$ cat src/rtl/apu_pkg.sv
// Shared types and constants for the APU channel 1 controller.
// Latency: n/a (declarations only).
// Backpressure: n/a.
package apu_pkg;

  typedef enum logic {
    IDLE    = 1'b0,
    RESTART = 1'b1
  } ch1_trig_state_t;

  // Bit n set means the strobe fires when the sequencer leaves step n.
  localparam logic [7:0] LEN_STEPS   = 8'b0101_0101;
  localparam logic [7:0] SWEEP_STEPS = 8'b0100_0100;
  localparam logic [7:0] ENV_STEPS   = 8'b1000_0000;

  localparam int LEN_BITS_DEFAULT = 6;

endpackage

$ cat src/rtl/apu_frame_seq.sv
// 512 Hz frame sequencer: DIV falling-edge detect, 8-step counter, strobe decode.
// Latency: strobes and the new step appear one cycle after the div_tap fall is seen.
// Backpressure: none; strobes are one-cycle pulses the consumer must take.
module apu_frame_seq
  import apu_pkg::*;
(
  input  logic       clk,
  input  logic       reset,
  input  logic       apu_on,
  input  logic       div_tap,
  output logic [2:0] frame_step,
  output logic       len_clk,
  output logic       sweep_clk,
  output logic       env_clk
);

  logic div_prev;
  logic div_fall;

  assign div_fall = div_prev & ~div_tap;

  // Edge detect, step advance and strobes decoded from the step being left.
  always_ff @(posedge clk) begin
    if (reset || !apu_on) begin
      div_prev   <= 1'b0;
      frame_step <= 3'd0;
      len_clk    <= 1'b0;
      sweep_clk  <= 1'b0;
      env_clk    <= 1'b0;
    end else begin
      div_prev  <= div_tap;
      len_clk   <= div_fall & LEN_STEPS[frame_step];
      sweep_clk <= div_fall & SWEEP_STEPS[frame_step];
      env_clk   <= div_fall & ENV_STEPS[frame_step];
      if (div_fall) begin
        frame_step <= frame_step + 3'd1;
      end
    end
  end

endmodule

$ cat src/rtl/apu_ch1_ctrl.sv
// Channel 1 sequencing: frame sequencer, NR14 trigger FSM, length counter, active flag.
// Latency: restart pulse starts the cycle after the NR14 write; active settles as the pulse ends.
// Backpressure: none; write strobes are accepted every cycle.
module apu_ch1_ctrl
  import apu_pkg::*;
#(
  parameter int RESTART_CYCLES = 2,
  parameter int LEN_BITS       = LEN_BITS_DEFAULT
) (
  input  logic                dyfa_1mhz,
  input  logic                apu_reset,
  input  logic                apu_on,
  input  logic                div_tap,
  input  logic [7:0]          d,
  input  logic                wr_nr11,
  input  logic                wr_nr14,
  input  logic                dac_en,
  input  logic                sweep_ovf,
  output logic                ch1_restart,
  output logic                len_clk,
  output logic                sweep_clk,
  output logic                env_clk,
  output logic [2:0]          frame_step,
  output logic                ch1_active,
  output logic [LEN_BITS-1:0] len_cnt
);

  localparam logic [2:0] RCNT_LOAD = 3'(RESTART_CYCLES);

  ch1_trig_state_t state;
  logic [2:0]      rcnt;
  logic            len_en;
  logic            len_expired;
  logic            trig;
  logic            len_tick;
  logic            len_wrap;
  logic            expire_kill;
  logic            fsm_exit;

  apu_frame_seq u_frame_seq (
    .clk        (dyfa_1mhz),
    .reset      (apu_reset),
    .apu_on     (apu_on),
    .div_tap    (div_tap),
    .frame_step (frame_step),
    .len_clk    (len_clk),
    .sweep_clk  (sweep_clk),
    .env_clk    (env_clk)
  );

  assign trig     = wr_nr14 & d[7] & apu_on;
  // Once expired the counter parks at 0 until a trigger or NR11 write.
  assign len_tick = len_clk & len_en & ~len_expired;
  assign len_wrap = len_tick & (len_cnt == '1);
  // A same-cycle NR11 write drops the tick; a same-cycle trigger reloads instead.
  assign expire_kill = len_wrap & ~wr_nr11 & ~trig;
  assign fsm_exit    = (state == RESTART) & ~trig & (rcnt == 3'd1);

  // Length counter: NR11 load beats a trigger reload, which beats a tick.
  always_ff @(posedge dyfa_1mhz) begin
    if (apu_reset) begin
      len_cnt     <= '0;
      len_en      <= 1'b0;
      len_expired <= 1'b0;
    end else begin
      if (!apu_on) begin
        len_en <= 1'b0;
      end else if (wr_nr14) begin
        len_en <= d[6];
      end
      if (wr_nr11) begin
        len_cnt     <= d[LEN_BITS-1:0];
        len_expired <= 1'b0;
      end else if (trig && (len_expired || len_wrap)) begin
        len_cnt     <= '0;
        len_expired <= 1'b0;
      end else if (len_tick) begin
        len_cnt <= len_cnt + 1'b1;
        if (len_cnt == '1) begin
          len_expired <= 1'b1;
        end
      end
    end
  end

  // Trigger FSM with registered restart pulse and channel-active flag.
  always_ff @(posedge dyfa_1mhz) begin
    if (apu_reset || !apu_on) begin
      state       <= IDLE;
      rcnt        <= 3'd0;
      ch1_restart <= 1'b0;
      ch1_active  <= 1'b0;
    end else begin
      case (state)
        IDLE: begin
          if (trig) begin
            state       <= RESTART;
            rcnt        <= RCNT_LOAD;
            ch1_restart <= 1'b1;
          end
        end
        RESTART: begin
          if (trig) begin
            rcnt <= RCNT_LOAD;
          end else if (rcnt == 3'd1) begin
            state       <= IDLE;
            ch1_restart <= 1'b0;
          end else begin
            rcnt <= rcnt - 3'd1;
          end
        end
      endcase
      // Kills win; the exit only raises active when the DAC is powered.
      if (!dac_en || sweep_ovf || expire_kill) begin
        ch1_active <= 1'b0;
      end else if (fsm_exit) begin
        ch1_active <= 1'b1;
      end
    end
  end

endmodule

$ cat config.mk
export PLATFORM = sky130hd
export DESIGN_NAME = apu_ch1_ctrl
export DESIGN_NICKNAME = d
export VERILOG_FILES = /design/src/rtl/apu_pkg.sv /design/src/rtl/apu_frame_seq.sv /design/src/rtl/apu_ch1_ctrl.sv
export SDC_FILE = /design/constraint.sdc
export NUM_CORES = 1
export LEC_CHECK = 0
export BUFFER_PORTS_ARGS = -buffer_cell sky130_fd_sc_hd__buf_2
export CAP_MARGIN = 0
export CORE_UTILIZATION = 35
export CTS_BUF_LIST = sky130_fd_sc_hd__clkbuf_8
export DETAILED_ROUTE_END_ITERATION = 10
export GPL_TIMING_DRIVEN = 0
export PLACE_DENSITY = 0.53
export REMOVE_ABC_BUFFERS = 1
export SLEW_MARGIN = 10
export SYNTH_ARGS = -nofsm -noshare
export SYNTH_HDL_FRONTEND = slang
export SYNTH_SLANG_ARGS = --single-unit
$ cat constraint.sdc
create_clock -name dyfa_1mhz -period 2.2 [get_ports dyfa_1mhz]
set_input_delay 0 -clock dyfa_1mhz [delete_from_list [all_inputs] [get_ports dyfa_1mhz]]
set_output_delay 0 -clock dyfa_1mhz [all_outputs]
set_load 0.1 [all_outputs]
* Word-level counts from Yosys, hierarchy flattened
Memories as Yosys holds them, arrays and structs flattened. A register that Yosys moved wholly into a read port is not among the register bits. Cells that the tools add are included.
Operators by class: multipliers 0, reductions and logical operators 14, div/mod/pow operators 0, shift-type cells 0, $lt $le $gt $ge 1, eq/ne operators 6, mux-type cells 24, bitwise operators 19, add/sub/neg operators 3
Operators with widths (count):
- $mux 3 | 9
- $mux 6 | 3
- $and 1x1->1 | 13
- $mux 1 | 9
- $add 6x1->6 const B | 1
- $eq 6x6->1 const B | 1
- $not 1->1 | 6
- $pmux 3 s2 | 1
- $logic_or 1x1->1 | 4
- $lt 3x4->1 const B | 1
- $ne 2x2->1 const B | 2
- $pmux 1 s2 | 2
- $reduce_and 2->1 | 2
- $reduce_or 2->1 | 2
- $add 3x1->3 const B | 1
- $eq 3x1->1 const B | 1
- $ne 3x3->1 const B | 1
- $reduce_and 3->1 | 1
- $reduce_bool 3->1 | 1
- $reduce_or 3->1 | 1
- $sub 3x1->3 const B | 1
- $logic_not 1->1 | 2
- $ne 2x1->1 const B | 1
- $logic_and 1x1->1 | 1
Word-level totals: input port bits 16, bits in writable memories 0, logic and storage cells 82, register bits 21, memory bits (read-only) 24, memories kept 3, latch bits 0
Memory list:
- (no name shown) | words 8, width 1, rd ports 1, clocked after Yosys merged registers in 1, wr ports 0, line apu_frame_seq.sv:32 | len_clk <= div_fall & LEN_STEPS[frame_step];
- (no name shown) | words 8, width 1, rd ports 1, clocked after Yosys merged registers in 1, wr ports 0, line apu_frame_seq.sv:34 | env_clk <= div_fall & ENV_STEPS[frame_step];
- (no name shown) | words 8, width 1, rd ports 1, clocked after Yosys merged registers in 1, wr ports 0, line apu_frame_seq.sv:33 | sweep_clk <= div_fall & SWEEP_STEPS[frame_step];

* Longest topological paths before layout
Gate-level depths: netlist of the first run.
word-level depth 7, gate-level depth with buffers 6, depth with buffers taken out 6

* Modules after synthesis
A second synthesis of the first run with hierarchy kept.
Unflattened totals: cell total of the unflattened synthesis 119, area total of the unflattened synthesis 1182.4 um^2
By module, submodules not included:
- apu_ch1_ctrl | times used 1, cells an instance 87, seq. area each 280.3 um^2, area each 789.5 um^2
- apu_frame_seq | times used 1, cells an instance 32, seq. area each 200.2 um^2, area each 392.9 um^2

* Worst setup path after synthesis of the first run
Ideal clock, no wire load.
kind register -> register, start register len_cnt[0], end register len_cnt[5], buffers on the path 0, library setup time 0.126 ns, cell stages (with the launch flop) 6, setup slack 0.153 ns, data arrival time 1.921 ns, required time 2.074 ns, cells stage by stage dfxtp_1 ha_1 nand4_1 o21ba_1 o21bai_2 a221oi_2
On the way: cells in the longest elaborated chain, start to end 6, elaborated cells between the ends (all ways) 9, classes of those cells add/sub: 1; eq/ne: 1; mux: 3; bitwise: 1; reduce/logical: 3
Ends and longest elaborated chain:
- start: declaration | line apu_ch1_ctrl.sv:25 | output logic [LEN_BITS-1:0] len_cnt
- start signal: assignment | line apu_ch1_ctrl.sv:72 | len_cnt <= d[LEN_BITS-1:0];
- start signal: assignment | line apu_ch1_ctrl.sv:78 | len_cnt <= len_cnt + 1'b1;
- branches (longest 6 deep; another with $add 6x1->6)
Several ways; the timed one is not identified. The select of a mux whose other input is x is not followed. A chain may end at the register's enable or synchronous reset.

* Worst setup path in the final report of the first run
start register len_cnt[0], end register len_cnt[2]
The elaborated chain is that of the path after synthesis.

==> results of run 1 <==
final cells by class:
cell class	instances	area [um2]	area share, %
clock inverter	1	30.0	2.09
inverter	4	15.0	1.04
tap	44	55.1	3.82
multi-input combinational	93	593	41.2
timing repair buffer	37	225	15.6
sequential	24	480	33.4
clock buffer	3	41.3	2.87
cells in the mapped netlist, types with 2 or more instances:
cell type | n | area (um2)
nor4_1 | 2 | 12.5
nor3_1 | 2 | 10.0
a31oi_1 | 2 | 12.5
xor2_1 | 3 | 26.3
dfxtp_1 | 24 | 480
o21ai_1 | 3 | 15.0
nor2_1 | 8 | 30.0
inv_1 | 4 | 15.0
ha_1 | 4 | 50.1
mux2i_1 | 2 | 20.0
o21bai_1 | 2 | 15.0
nor2b_1 | 2 | 12.5
a221oi_2 | 2 | 30.0
nand3_1 | 4 | 20.0
and3_1 | 5 | 31.3
o21ai_0 | 2 | 10.0
nand2b_1 | 4 | 25.0
a211oi_1 | 2 | 15.0
nand2_1 | 15 | 56.3
a21oi_1 | 12 | 60.1
buf_6 | 2 | 22.5
worst max-delay path: cells and delay by family, from the launching register on:
kind / cells / cell delay [ps]
compound gates: 2 / 180
fa+ha+maj: 1 / 270
buf+inv: 1 / 550
flops: 1 / 430
simple gates: 2 / 270
routing by layer:
metal	vias to the layer above	GRT usage (%)
met5	-	0
met4	0	8.16
met3	4	2.86
met2	23	25.6
met1	446	18.7
li1	513	-
how the worst max path moves through the flow:
stage                           from  cells after the start         end
after global placement    len_cnt[0]                      5  len_cnt[5]
after floorplan           len_cnt[0]                      5  len_cnt[5]
after global routing      len_cnt[0]                      6  len_cnt[2]
after detailed placement  len_cnt[0]                      5  len_cnt[5]
final                     len_cnt[0]                      6  len_cnt[2]
after CTS                 len_cnt[0]                      6  len_cnt[2]
metrics by stage:
| stage | instances | utilization (%) |
|---|---|---|
| after floorplan | 121 | - |
| after global placement | 194 | 42.2 |
| after detailed placement | 194 | 42.2 |
| after CTS | 206 | 47.2 |
| after global routing | 206 | 47.2 |
| final | 206 | 47.2 |
cells in the final DEF (no fill, tap or decap), types with 2 or more instances in the layout:
cell type / n
nor4_1: 2
dlygate4sd3_1: 8
a221oi_2: 2
nor2_1: 8
a31oi_1: 2
nand2b_1: 4
mux2i_1: 2
nor3_1: 2
nand3_1: 4
inv_1: 4
and3_1: 5
o21ai_0: 2
a21oi_1: 12
nor2b_1: 2
clkbuf_8: 3
nand2_1: 15
buf_2: 29
dfxtp_1: 24
o21ai_1: 3
o21bai_1: 2
a211oi_1: 2
xor2_1: 3
ha_1: 4
power by group through the flow:
stage / Combinational (mW) / Sequential, mW / Clock (mW)
floorplan: 0.0385 / 0.512 / 0
global placement: 0.123 / 0.465 / 0
detailed placement: 0.124 / 0.465 / 0
CTS: 0.135 / 0.455 / 0.405
global route: 0.146 / 0.456 / 0.422
finish: 0.134 / 0.455 / 0.392
cell families after synthesis:
family / count (synthesis)
muxes: 2
xor gates and xnor gates: 4
and+or+nand+nor: 52
adders and majority gates: 4
buffers and inverters: 8
DFF: 24
AOI/OAI and AO/OA: 31
==> results.sh, run 1 <==
export IMPL_endpoint_kind="flip-flop"
export IMPL_min_path_type="in2reg"
export IMPL_clockBufferDepth=2
export IMPL_swShare_pct=25.6
export IMPL_first_pass_iters=4
export IMPL_synth_area_um2=1120
export IMPL_fin_total_pwr_uw=982
export IMPL_holdPathEnd="len_cnt[5]"
export IMPL_setup_violations_final=0
export IMPL_yosysWarningCount=0
export IMPL_synthArstFlopShare_pct=0
export IMPL_rrSetupSlack_ps=450
export IMPL_vias_per_cell=4.79
export IMPL_io_buffers=29
export IMPL_die_area_um2=3440
export IMPL_worstPathArrival_ps=1970
export IMPL_clkLatencyLatePin_ps=270
export IMPL_htree_num_levels=1
export IMPL_worst_pin_slew_ps=486
export IMPL_synth_edf_count=0
export IMPL_p_clk_share_pct=40.0
export IMPL_cts_buffers=3
export IMPL_synthCells=125
export IMPL_ys_flop_type="dfxtp_1"
export IMPL_ff2ff_path_depth=6
export IMPL_route_detailed_drc=0
export IMPL_die_h_um=58.7
export IMPL_rsz0062_at_grt="false"
export IMPL_cts_root_buffer="clkbuf_8"
export IMPL_setup_ws_ps=449
export IMPL_placed_area_um2=1290
export IMPL_area_growth_pct=28.2
export IMPL_clock_sinks=24
export IMPL_synth_compound_area_share_pct=18.8
export IMPL_diodes=0
export IMPL_place_ws_ps=793
export IMPL_cts_hold_buf=8
export IMPL_ant_nets=0
export IMPL_slowest_stage="dlygate4sd3_1"
export IMPL_wl_met3_um=87
export IMPL_antenna_found_initial=0
export IMPL_max_freq_mhz=571
export IMPL_num_rows=20
export IMPL_wirelength_mm=2.39
export IMPL_ctsResizeCount=0
export IMPL_muxShareOfSynthArea_pct=1.78
export IMPL_avgRoutedWirePerCell_um=11.6
export IMPL_slowest_delay_ps=550
export IMPL_timing_rr_start="len_cnt[0]"
export IMPL_chipWidth_um=58.7
export IMPL_route_met2_wl_mm=1.14
export IMPL_max_vdd_ir_drop_mv=0.294
export IMPL_clk_pin_slew_ps=90
export IMPL_synth_xor_area_share_pct=3.12
export IMPL_n_fill_cell=329
export IMPL_m1WireLength_mm=1.13
export IMPL_synth_cell_type_count=40
export IMPL_synthSimpleGateAreaFrac_pct=24.6
export IMPL_slew_viol_final=0
export IMPL_synth_seq_cells=24
export IMPL_vias=986
export IMPL_switchingPower_uw=251
export IMPL_period_minus_slack_ps=1750
export IMPL_grt_pass1_vias=910
export IMPL_ys_seq_area_share_pct=42.8
export IMPL_core_area_um2=3050
export IMPL_fin_area_um2=1440
export IMPL_p_per_area_nw_per_um2=682
export IMPL_start_util_pct=36.8
export IMPL_critPathMaxFanout=6
export IMPL_grt_first_pass_wirelength_mm=3.95
export IMPL_hpwl_mm=1.78
export IMPL_cap_violations=0
export IMPL_grt_usage_pct=15.3
export IMPL_combPwrFrac_pct=13.7
export IMPL_slew_headroom_pct=67.8
export IMPL_cts_tree="yes"
export IMPL_post_cts_repair_setup_buffers=0
export IMPL_io_pins=30
export IMPL_final_nets=183
export IMPL_power_leakage_nw=0.626
export IMPL_hold_slack_ps=7.27
export IMPL_drive_gt1_share_pct=24.1
export IMPL_finClkSkew_ps=6.13
export IMPL_sequentialPowerShare_pct=46.3
export IMPL_gr_total_overflow=0
export IMPL_crit_chain="ha_1 -> nand4b_1 -> nor2_1 -> o21bai_1 -> a21oi_1 -> dlygate4sd3_1"
export IMPL_setup_tns_ps=0
export IMPL_synth_top_family_by_area="simple AND/OR/NAND/NOR gates"
export IMPL_holdPathStages=3
export IMPL_drt_initial_drc_count=51
export IMPL_crit_path_start_kind="flip-flop"
export IMPL_status="finished, final reports clean"
export IMPL_syn_area_per_cell_um2=8.99
export IMPL_r2r_end="len_cnt[2]"
export IMPL_gp_congestion=0.812
export IMPL_p_int_uw=731
export IMPL_synth_adder_area_share_pct=4.45
export IMPL_hold_violations=0
export IMPL_path_class="reg2reg"
export IMPL_period_share_pct=79.6
export IMPL_cp_required_ps=2420
export IMPL_grt_max_degree=16
export IMPL_worstHoldStart="d[5]"
export IMPL_top_layer_used="met4"
(Power assumes the default switching activity.)
==> inputs of run 2 (changes only) <==
==> constraint.sdc (replaced) <==
create_clock -name dyfa_1mhz -period 1.71 [get_ports dyfa_1mhz]
set_input_delay 0 -clock dyfa_1mhz [delete_from_list [all_inputs] [get_ports dyfa_1mhz]]
set_output_delay 0 -clock dyfa_1mhz [all_outputs]
set_load 0.1 [all_outputs]
==> results.sh, run 2 (same netlist as run 1, synthesis figures left out) <==
export IMPL_hold_slack_ps=6.67
export IMPL_status="finished, final reports clean"
export IMPL_period_minus_slack_ps=1440
export IMPL_htree_num_levels=1
export IMPL_cts_tree="yes"
export IMPL_timing_rr_start="len_cnt[0]"
export IMPL_core_area_um2=3050
export IMPL_cts_root_buffer="clkbuf_8"
export IMPL_antenna_found_initial=0
export IMPL_endpoint_kind="flip-flop"
export IMPL_vias=986
export IMPL_finClkSkew_ps=5.67
export IMPL_gp_congestion=0.812
export IMPL_wirelength_mm=2.39
export IMPL_layout_commonest_cell="buf_2"
export IMPL_start_util_pct=36.8
export IMPL_drive_gt1_share_pct=24.1
export IMPL_die_h_um=58.7
export IMPL_vias_per_cell=4.79
export IMPL_hold_violations=0
export IMPL_critPathMaxFanout=6
export IMPL_rrSetupSlack_ps=270
export IMPL_setup_violations_final=0
export IMPL_cap_violations=0
export IMPL_route_detailed_drc=0
export IMPL_max_freq_mhz=694
export IMPL_clock_sinks=24
export IMPL_worstPathArrival_ps=1590
export IMPL_holdPathEnd="len_cnt[5]"
export IMPL_avgRoutedWirePerCell_um=11.6
export IMPL_die_area_um2=3440
export IMPL_grt_pass1_vias=916
export IMPL_rsz0062_at_grt="false"
export IMPL_io_pins=30
export IMPL_placed_area_um2=1290
export IMPL_slowest_delay_ps=430
export IMPL_slew_headroom_pct=67.8
export IMPL_grt_first_pass_wirelength_mm=3.96
export IMPL_worstHoldStart="d[5]"
export IMPL_hpwl_mm=1.78
export IMPL_clkLatencyLatePin_ps=270
export IMPL_power_leakage_nw=0.624
export IMPL_post_cts_repair_setup_buffers=0
export IMPL_slowest_stage="dfxtp_1"
export IMPL_seq_area_um2=480
export IMPL_diodes=0
export IMPL_clk_pin_slew_ps=90
export IMPL_gr_total_overflow=0
export IMPL_fin_area_um2=1440
export IMPL_path_delay_family="compound AO/OA/AOI/OAI gates"
export IMPL_multi_input_area_um2=593
export IMPL_cts_buffers=3
export IMPL_grt_usage_pct=15.4
export IMPL_final_nets=183
export IMPL_max_vdd_ir_drop_mv=0.379
export IMPL_min_path_type="in2reg"
export IMPL_period_share_pct=84.3
export IMPL_path_class="reg2reg"
export IMPL_grt_max_degree=16
export IMPL_n_fill_cell=329
export IMPL_crit_buf_inv=0
export IMPL_crit_chain="ha_1 -> nand4_1 -> o21ba_1 -> o21bai_2 -> a221oi_2"
export IMPL_ant_nets=0
export IMPL_crit_path_start_kind="flip-flop"
export IMPL_chipWidth_um=58.7
export IMPL_r2r_end="len_cnt[5]"
export IMPL_layout_common_cells="buf_2 (29), dfxtp_1 (24), nand2_1 (15), a21oi_1 (12)"
export IMPL_drt_initial_drc_count=52
export IMPL_cp_required_ps=1860
export IMPL_area_growth_pct=28.2
export IMPL_first_pass_iters=4
export IMPL_ff2ff_path_depth=5
export IMPL_slew_viol_final=0
export IMPL_p_per_area_nw_per_um2=877
export IMPL_num_rows=20
export IMPL_holdPathStages=3
export IMPL_clockBufferDepth=2
export IMPL_io_buffers=29
export IMPL_worst_pin_slew_ps=486
## run 2: worst max-delay path by stage
stage	to	startpoint	slack, ps	cells after the start
floorplan	len_cnt[5]	len_cnt[0]	-340	5
global placement	len_cnt[5]	len_cnt[0]	290	5
detailed placement	len_cnt[5]	len_cnt[0]	300	5
CTS	len_cnt[5]	len_cnt[0]	280	5
global route	len_cnt[0]	len_cnt[0]	150	5
finish	len_cnt[5]	len_cnt[0]	270	5
## run 2: routing by layer
layer | track usage, % | wire length (um) | vias to the layer above
li1 | - | - | 513
met1 | 18.5 | 1120 | 446
met2 | 25.9 | 1140 | 23
met3 | 2.86 | 88 | 4
met4 | 8.16 | 38 | 0
met5 | 0 | 0 | -
## run 2: layout make-up
cell class	count	area share, %
Multi-Input combinational cell	93	41.2
Sequential cell	24	33.4
Timing Repair Buffer	37	15.6
Tap cell	44	3.82
Clock buffer	3	2.87
Clock inverter	1	2.09
Inverter	4	1.04
## run 2: metrics by stage
| step | power, mW | worst slack, ps | setup TNS, ps | std cells | util [%] |
|---|---|---|---|---|---|
| after floorplan | 0.709 | -337 | -2280 | 121 | - |
| after global placement | 0.757 | 286 | 0 | 194 | 42.2 |
| after global routing | 1.32 | 146 | 0 | 206 | 47.2 |
| after CTS | 1.28 | 281 | 0 | 206 | 47.2 |
| final | 1.26 | 269 | 0 | 206 | 47.2 |
| after detailed placement | 0.758 | 303 | 0 | 194 | 42.2 |
## run 2: where the power goes
part,internal (mW),switching [mW],leakage (nW)
clock network,0.313,0.192,0.0357
logic,0.0558,0.117,0.393
registers,0.571,0.0141,0.195
## run 2: worst register-to-register path, delay by kind of cell, from the launching register on
| kind | cells | cell delay, ps |
|---|---|---|
| DFF | 1 | 430 |
| and+or+nand+nor | 1 | 120 |
| AOI/OAI and AO/OA | 3 | 500 |
| adders and majority gates | 1 | 270 |
## run 2: timing repair
action / in CTS / in global routing
endpoints found under the hold margin: 7 / 0
resized for setup: 0 / 0
hold buffers: 8 / 0
==> inputs of run 3 (changes only) <==
--- a/config.mk
+++ b/config.mk
@@ -11,7 +11,7 @@
 export CTS_BUF_LIST = sky130_fd_sc_hd__clkbuf_8
 export DETAILED_ROUTE_END_ITERATION = 10
 export GPL_TIMING_DRIVEN = 0
-export PLACE_DENSITY = 0.53
+export PLACE_DENSITY = 0.55
 export REMOVE_ABC_BUFFERS = 1
 export SLEW_MARGIN = 10
 export SYNTH_ARGS = -nofsm -noshare
==> constraint.sdc (replaced) <==
create_clock -name dyfa_1mhz -period 1.19 [get_ports dyfa_1mhz]
set_input_delay 0 -clock dyfa_1mhz [delete_from_list [all_inputs] [get_ports dyfa_1mhz]]
set_output_delay 0 -clock dyfa_1mhz [all_outputs]
set_load 0.1 [all_outputs]
==> results.sh, run 3 (same netlist as run 1, synthesis figures left out) <==
export IMPL_chipWidth_um=58.7
export IMPL_path_class="reg2reg"
export IMPL_grt_usage_pct=15.2
export IMPL_period_minus_slack_ps=1200
export IMPL_vias=1034
export IMPL_critPathMaxFanout=4
export IMPL_drt_initial_drc_count=29
export IMPL_finClkSkew_ps=1.96
export IMPL_clock_sinks=24
export IMPL_gr_total_overflow=0
export IMPL_grt_first_pass_wirelength_mm=4.04
export IMPL_slew_viol_final=0
export IMPL_core_area_um2=3050
export IMPL_timing_rr_start="len_cnt[0]"
export IMPL_max_freq_mhz=835
export IMPL_grt_pass1_vias=918
export IMPL_period_share_pct=101
export IMPL_gp_congestion=0.745
export IMPL_hold_violations=0
export IMPL_status="finished, violations left"
export IMPL_io_buffers=29
export IMPL_cts_root_buffer="clkbuf_8"
export IMPL_cap_violations=0
export IMPL_ant_nets=0
export IMPL_crit_path_start_kind="flip-flop"
export IMPL_hpwl_mm=1.73
export IMPL_rsz0062_at_grt="true"
export IMPL_layout_commonest_cell="buf_2"
export IMPL_setup_ws_ps=-7.45
export IMPL_setup_violations_final=2
export IMPL_worstPathArrival_ps=1350
export IMPL_avgRoutedWirePerCell_um=12.2
export IMPL_die_h_um=58.7
export IMPL_fin_total_pwr_mw=1.67
export IMPL_io_pins=30
export IMPL_slew_headroom_pct=67.9
export IMPL_antenna_found_initial=0
export IMPL_vias_per_cell=4.88
export IMPL_clkLatencyLatePin_ps=260
export IMPL_diodes=0
export IMPL_num_rows=20
export IMPL_worst_pin_slew_ps=485
export IMPL_endpoint_kind="flip-flop"
export IMPL_cp_required_ps=1340
export IMPL_area_growth_pct=40.1
export IMPL_drive_gt1_share_pct=39.3
export IMPL_wirelength_mm=2.59
export IMPL_first_pass_iters=4
export IMPL_cts_buffers=3
export IMPL_worstSetupStartpoint="len_cnt[0]"
export IMPL_rrSetupSlack_ps=-7
export IMPL_final_nets=189
export IMPL_max_vdd_ir_drop_mv=0.545
export IMPL_clockBufferDepth=2
export IMPL_min_path_type="in2reg"
export IMPL_ff2ff_path_depth=5
export IMPL_grt_max_degree=16
export IMPL_htree_num_levels=1
export IMPL_clk_pin_slew_ps=90
export IMPL_start_util_pct=36.8
export IMPL_worstHoldStart="sweep_ovf"
export IMPL_power_leakage_nw=0.654
export IMPL_cts_tree="yes"
export IMPL_violations="negative setup slack"
export IMPL_die_area_um2=3440
export IMPL_layout_common_cells="buf_2 (29), dfxtp_1 (17), nand2_1 (13), a21oi_1 (12), nor2_1 (8)"
export IMPL_final_util_pct=51.6
export IMPL_p_per_area_nw_per_um2=1060
export IMPL_r2r_end="len_cnt[5]"
export IMPL_crit_end="len_cnt[5]"
export IMPL_hold_slack_ps=4.71
export IMPL_route_detailed_drc=0
run 3: timing repair:
action,in CTS,in global routing
buffers inserted,6,1
endpoints found under the setup margin,15,12
hold buffers,7,0
gates resized for setup,17,13
pin swaps,4,7
hold endpoints to repair,6,0
run 3: final cells by class:
cell class	count	area (um2)
Fill cell	304	1480
Multi-Input combinational cell	93	682
Sequential cell	24	499
Timing Repair Buffer	43	268
Clock buffer	4	55.1
Tap cell	44	55.1
Inverter	4	15.0
run 3: worst min path at each step:
stage	endpoint	cells past startpoint
floorplan	len_cnt[2]	1
global placement	u_frame_seq.div_prev	2
detailed placement	u_frame_seq.div_prev	2
CTS	len_cnt[4]	3
global route	ch1_active	4
finish	ch1_active	4
run 3: through the flow:
step | instance area, um2 | setup slack (ps) | cells | setup TNS (ps)
after floorplan | 1090 | -857 | 121 | -9130
after global placement | 1290 | -195 | 194 | -1230
after detailed placement | 1290 | -199 | 194 | -1380
after CTS | 1510 | -17.9 | 211 | -48.8
after global routing | 1570 | -70.2 | 212 | -284
final | 1570 | -7.45 | 212 | -7.53
run 3: critical path, stage by stage (launching register included):
cell      delay (ps)
dfxtp_4          380
ha_4             150
nand4_1          110
o21ba_4          230
o21bai_4         140
a221oi_2          80
run 3: power breakdown:
group          switching [mW]  total, mW  internal (mW)  leakage (nW)
logic                   0.179      0.273         0.0946         0.426
clock network           0.261      0.556          0.295        0.0288
registers              0.0222      0.838          0.816         0.199
total                   0.462       1.67           1.21         0.654
run 3: metal layers:
| metal | vias up | wire, um | GRT usage (%) |
|---|---|---|---|
| met5 | - | 0 | 0 |
| met4 | 0 | 17 | 4.76 |
| met3 | 2 | 96 | 3.96 |
| met2 | 26 | 1240 | 24.3 |
| met1 | 476 | 1240 | 20.2 |
| li1 | 530 | - | - |
